File: src/rtl/round_ctrl.sv
// round_ctrl: reaction-game round sequencer.
// Synchronises both push buttons, runs the IDLE -> DELAY -> LIGHT -> RESULT ->
// HOLDOFF round cycle and emits registered leds_on / winrnd / right / tie.
// Optional build macro ROUND_RANDOM_DELAY_EN: adds a 16-bit LFSR that
// randomises the DELAY length (MIN_DELAY + lfsr[DELAY_W-1:0]); without it
// every round uses MIN_DELAY.
`timescale 1ns/1ps

module round_ctrl #(
   parameter int unsigned MIN_DELAY = 1000,
   parameter int unsigned DELAY_W   = 10,
   parameter int unsigned TIMEOUT   = 2000,
   parameter int unsigned HOLD_CYC  = 4
) (
   input  logic clk,
   input  logic rst,
   input  logic pb_l,
   input  logic pb_r,
   input  logic game_over,
   output logic leds_on,
   output logic winrnd,
   output logic right,
   output logic tie
);

   // Release counter only needs to reach HOLD_CYC-1.
   localparam int unsigned RW = (HOLD_CYC < 2) ? 1 : $clog2(HOLD_CYC);

   typedef enum logic [2:0] {
      IDLE,
      DELAY,
      LIGHT,
      RESULT,
      HOLDOFF
   } state_t;

   state_t        state, state_n;
   logic [15:0]   cnt, cnt_n;
   logic [RW-1:0] rel, rel_n;
   logic          leds_n, winrnd_n, right_n, tie_n;

   // [0]/[1] form the synchroniser, [2] is the history flop for edge detect.
   logic [2:0]    sync_l, sync_r;
   logic          lvl_l, lvl_r, press_l, press_r;
   logic [15:0]   delay_val;

   // Two-flop synchronisers plus one history flop per button.
   always_ff @(posedge clk or posedge rst) begin
      if (rst) begin
         sync_l <= '0;
         sync_r <= '0;
      end else begin
         sync_l <= {sync_l[1:0], pb_l};
         sync_r <= {sync_r[1:0], pb_r};
      end
   end

   assign lvl_l   = sync_l[1];
   assign lvl_r   = sync_r[1];
   assign press_l = sync_l[1] & ~sync_l[2];
   assign press_r = sync_r[1] & ~sync_r[2];

`ifdef ROUND_RANDOM_DELAY_EN
   logic [15:0] lfsr;

   // Free-running Fibonacci LFSR, x^16+x^14+x^13+x^11+1, stepping every cycle.
   always_ff @(posedge clk or posedge rst) begin
      if (rst) begin
         lfsr <= 16'hACE1;
      end else begin
         lfsr <= {lfsr[0] ^ lfsr[2] ^ lfsr[3] ^ lfsr[5], lfsr[15:1]};
      end
   end

   assign delay_val = 16'(MIN_DELAY) + 16'(lfsr[DELAY_W-1:0]);
`else
   assign delay_val = 16'(MIN_DELAY);
`endif

   // Round sequencing; outputs are computed for the next cycle and registered.
   always_comb begin
      state_n  = state;
      cnt_n    = cnt;
      rel_n    = rel;
      leds_n   = leds_on;
      winrnd_n = 1'b0;
      tie_n    = 1'b0;
      right_n  = right;
      case (state)
         IDLE: begin
            leds_n = 1'b0;
            rel_n  = '0;
            if (!game_over && !lvl_l && !lvl_r) begin
               state_n = DELAY;
               cnt_n   = delay_val;
            end
         end
         DELAY: begin
            leds_n = 1'b0;
            if (press_l || press_r) begin
               // Jumped the light: result decided now, lights stay off.
               state_n  = RESULT;
               winrnd_n = press_l ^ press_r;
               tie_n    = press_l & press_r;
               if (press_l ^ press_r) begin
                  right_n = press_r;
               end
            end else if (cnt == 16'd1) begin
               state_n = LIGHT;
               cnt_n   = 16'(TIMEOUT);
               leds_n  = 1'b1;
            end else begin
               cnt_n = cnt - 16'd1;
            end
         end
         LIGHT: begin
            leds_n = 1'b1;
            if (press_l || press_r) begin
               state_n  = RESULT;
               winrnd_n = press_l ^ press_r;
               tie_n    = press_l & press_r;
               if (press_l ^ press_r) begin
                  right_n = press_r;
               end
            end else if (cnt == 16'd1) begin
               state_n = HOLDOFF;
               tie_n   = 1'b1;
               leds_n  = 1'b0;
               rel_n   = '0;
            end else begin
               cnt_n = cnt - 16'd1;
            end
         end
         RESULT: begin
            state_n = HOLDOFF;
            leds_n  = 1'b0;
            rel_n   = '0;
         end
         HOLDOFF: begin
            leds_n = 1'b0;
            if (lvl_l || lvl_r) begin
               rel_n = '0;
            end else if (rel == RW'(HOLD_CYC - 1)) begin
               state_n = IDLE;
               rel_n   = '0;
            end else begin
               rel_n = rel + RW'(1);
            end
         end
         default: begin
            state_n = IDLE;
            leds_n  = 1'b0;
            rel_n   = '0;
         end
      endcase
   end

   // State, counters and registered outputs.
   always_ff @(posedge clk or posedge rst) begin
      if (rst) begin
         state   <= IDLE;
         cnt     <= '0;
         rel     <= '0;
         leds_on <= 1'b0;
         winrnd  <= 1'b0;
         tie     <= 1'b0;
         right   <= 1'b0;
      end else begin
         state   <= state_n;
         cnt     <= cnt_n;
         rel     <= rel_n;
         leds_on <= leds_n;
         winrnd  <= winrnd_n;
         tie     <= tie_n;
         right   <= right_n;
      end
   end

endmodule
File: config.mk
export PLATFORM = sky130hd
export DESIGN_NAME = round_ctrl
export DESIGN_NICKNAME = d
export VERILOG_FILES = /design/src/rtl/round_ctrl.sv
export SDC_FILE = /design/constraint.sdc
export NUM_CORES = 1
export LEC_CHECK = 0
export CAP_MARGIN = 20
export CORE_ASPECT_RATIO = 0.9
export CORE_MARGIN = 2
export CORE_UTILIZATION = 55
export CTS_BUF_LIST = sky130_fd_sc_hd__clkbuf_4
export CTS_CLUSTER_SIZE = 25
export DETAILED_ROUTE_END_ITERATION = 7
export PLACE_DENSITY = 0.74
export SYNTH_ARGS = -nofsm -noshare
export SYNTH_HDL_FRONTEND = slang
export SYNTH_SLANG_ARGS = --single-unit
File: constraint.sdc
create_clock -name clk -period 2.76 [get_ports clk]
set_input_delay 0.414 -clock clk [delete_from_list [all_inputs] [get_ports clk]]
set_output_delay 0.414 -clock clk [all_outputs]
set_load 0.02 [all_outputs]
==> impl_metrics.json <==
{
  "nFillCells": 269,
  "wire_per_inst_um": 15.0,
  "syn_area_per_cell_um2": 9.70,
  "finClkSkew_ns": 0.0216,
  "report.final.slew_viol_count": 0,
  "worst_slack_ns": 0.418,
  "fin_crit_sh_pct": 84.9,
  "synth_area_um2": 1740,
  "status": "finished clean",
  "crit_path_start_kind": "register",
  "initial_core_util_pct": 57.0,
  "synth.yosys.seq_area_share_pct": 44.7,
  "cts_tree": "yes",
  "ctsResizeCount": 0,
  "fin_crit_ns": 2.34,
  "hpwl_mm": 2.58,
  "worstSetupPathType": "register to register",
  "grt_max_degree": 32,
  "area_delta_synth_final_pct": 11.3,
  "drc": 0,
  "dr_total_vias": 1410,
  "place_ws_ns": 0.360,
  "rr_endpoint": "cnt[6]",
  "setup_viol_count_final": 0,
  "finalNetCount": 200,
  "p_leak_nw": 0.786,
  "clock-sinks": 31,
  "htree_levels": 2,
  "slew-limit-headroom_pct": 57.4,
  "synthCells": 179,
  "async_flop_share_pct": 100,
  "numPortBuffers": 8,
  "hold_class": "register to register",
  "path_clk_slew_ns": 0.12,
  "synthFlopType": "dfrtp_1",
  "final_cell_mix": "dfrtp_1 (31), nor2_1 (15), a21oi_1 (13), nand2_1 (13), inv_1 (11)",
  "maxCapViolations": 0,
  "die_h_um": 57.3,
  "cp_max_fo": 7,
  "place.gp.congestion": 0.894,
  "end_kind": "register",
  "syn-num-nets": 189,
  "worstReg2RegStart": "cnt[1]",
  "cellPowerDensity_nw_per_um2": 921,
  "grt_use_total_pct": 21.8,
  "finalPower_w": 0.00178,
  "ir_drop_v": 0.000594,
  "ys_seq_elements": 31,
  "hold_end": "sync_l[1]",
  "min_path_cells": 0,
  "fmax_mhz": 427,
  "required_ns": 2.97,
  "grt-ovfl-total": 0,
  "drive_gt1_share_pct": 10.5,
  "mostFrequentLayoutCell": "dfrtp_1",
  "num_antenna_cells": 0,
  "grt_pass1_vias": 1347,
  "worst-r2r-cell-count": 7,
  "dieArea_um2": 3620,
  "cts_setup_buffers": 0,
  "clock_latency_ns": 0.35,
  "routed_wl_mm": 3.50,
  "cts_buffers": 5,
  "final_core_util_pct": 63.5,
  "antenna_found_initial": 0,
  "pin_count": 9,
  "drt_iter0_markers": 111,
  "arrival_ns": 2.55,
  "rsz0062_at_grt": "false",
  "cts-root-buf": "clkbuf_4",
  "tightestPinTransition_ns": 0.634,
  "firstDrtPassIters": 4,
  "synth_edf_count": 0,
  "core-area_um2": 3040,
  "yosys_warnings": 0,
  "drtAntennaViolNets": 0,
  "vias_per_cell": 6.05,
  "cts_hold_buf": 0,
  "worstHoldStart": "sync_l[0]",
  "final.setup.tns_ns": 0,
  "synthDistinctLibCells": 48,
  "die_x_um": 63.2,
  "grt_pass1_wl_mm": 6.06,
  "clk_path_buf_depth": 2,
  "hold_violations": 0,
  "r2r_setup_slack_ns": 0.42,
  "row_count": 19
}
==> logic make-up after synthesis <==
kind of cell,synth area share [%]
DFF,44.7
muxes,0.649
and+or+nand+nor,25.2
buffers and inverters,3.97
xor gates and xnor gates,2.52
adders and majority gates,3.60
AOI/OAI and AO/OA,19.3
==> cell type report <==
type                    instances  area [um2]  share of cell area (%)
repair buffers                 10        95.1                    4.92
multi-input cells             131         891                    46.1
clock buffers                   5        37.5                    1.94
well taps                      42        52.6                    2.72
flip-flops and latches         31         776                    40.2
clock inverters                 3        38.8                    2.01
inverters                      11        41.3                    2.14
==> stage by stage <==
step                hold slack, ns  area (um2)  cells
global route                 0.372        1930    233
finish                       0.368        1930    233
global placement             0.332        1860    225
CTS                          0.368        1930    233
detailed placement           0.344        1860    225
floorplan                    0.331        1740    179
==> routing by layer <==
| layer | GRT usage (%) | part of all wire, % | vias up | wire, um |
|---|---|---|---|---|
| met4 | 10.9 | 1.4 | 0 | 50 |
| met5 | 0 | 0 | - | 0 |
| met1 | 28.9 | 47 | 705 | 1630 |
| met3 | 6.51 | 4.1 | 6 | 143 |
| met2 | 32.8 | 48 | 24 | 1680 |
| li1 | - | - | 675 | - |
==> Yosys cell counts (3+ instances only) <==
cell type  number  area share [%]
dfrtp_1        31              45
nor2_1         15             3.2
a21oi_1        13             3.7
nand2_1        13             2.8
inv_1          11             2.4
nand3_1         8             2.3
nor2b_1         6             2.2
o21ai_0         6             1.7
ha_1            5             3.6
o21ai_1         5             1.4
xnor2_1         5             2.5
a21o_1          4             1.7
clkbuf_1        4            0.86
nand2b_1        4             1.4
a22o_1          3             1.5
nor4_1          3             1.1
==> power breakdown <==
part           internal, W  switching, W
combinational     0.000299      0.000410
sequential        0.000562      0.000157
clock             0.000186      0.000167
==> state kept, by name, summed over array words and instances, names as in the netlist <==
signal,count
cnt,16
state,3
sync_l,3
sync_r,3
rel,2
leds_on,1
right,1
tie,1
winrnd,1
==> worst max path at each step <==
stage | slack (ns) | from | to
CTS | 0.42 | sync_l[1] | cnt[1]
global placement | 0.43 | game_over | cnt[1]
detailed placement | 0.36 | game_over | cnt[1]
floorplan | 0.56 | sync_l[1] | cnt[1]
global route | 0.18 | sync_l[1] | cnt[12]
finish | 0.42 | cnt[1] | cnt[6]
==> critical path, stage by stage, from the launching register on <==
cell     delay, ns
dfrtp_1       0.40
inv_1         0.11
ha_1          0.19
or3b_2        0.52
o41ai_4       0.38
and2_1        0.36
or3_1         0.16
nand3_1       0.08
Power figures use the tool's default switching activity.
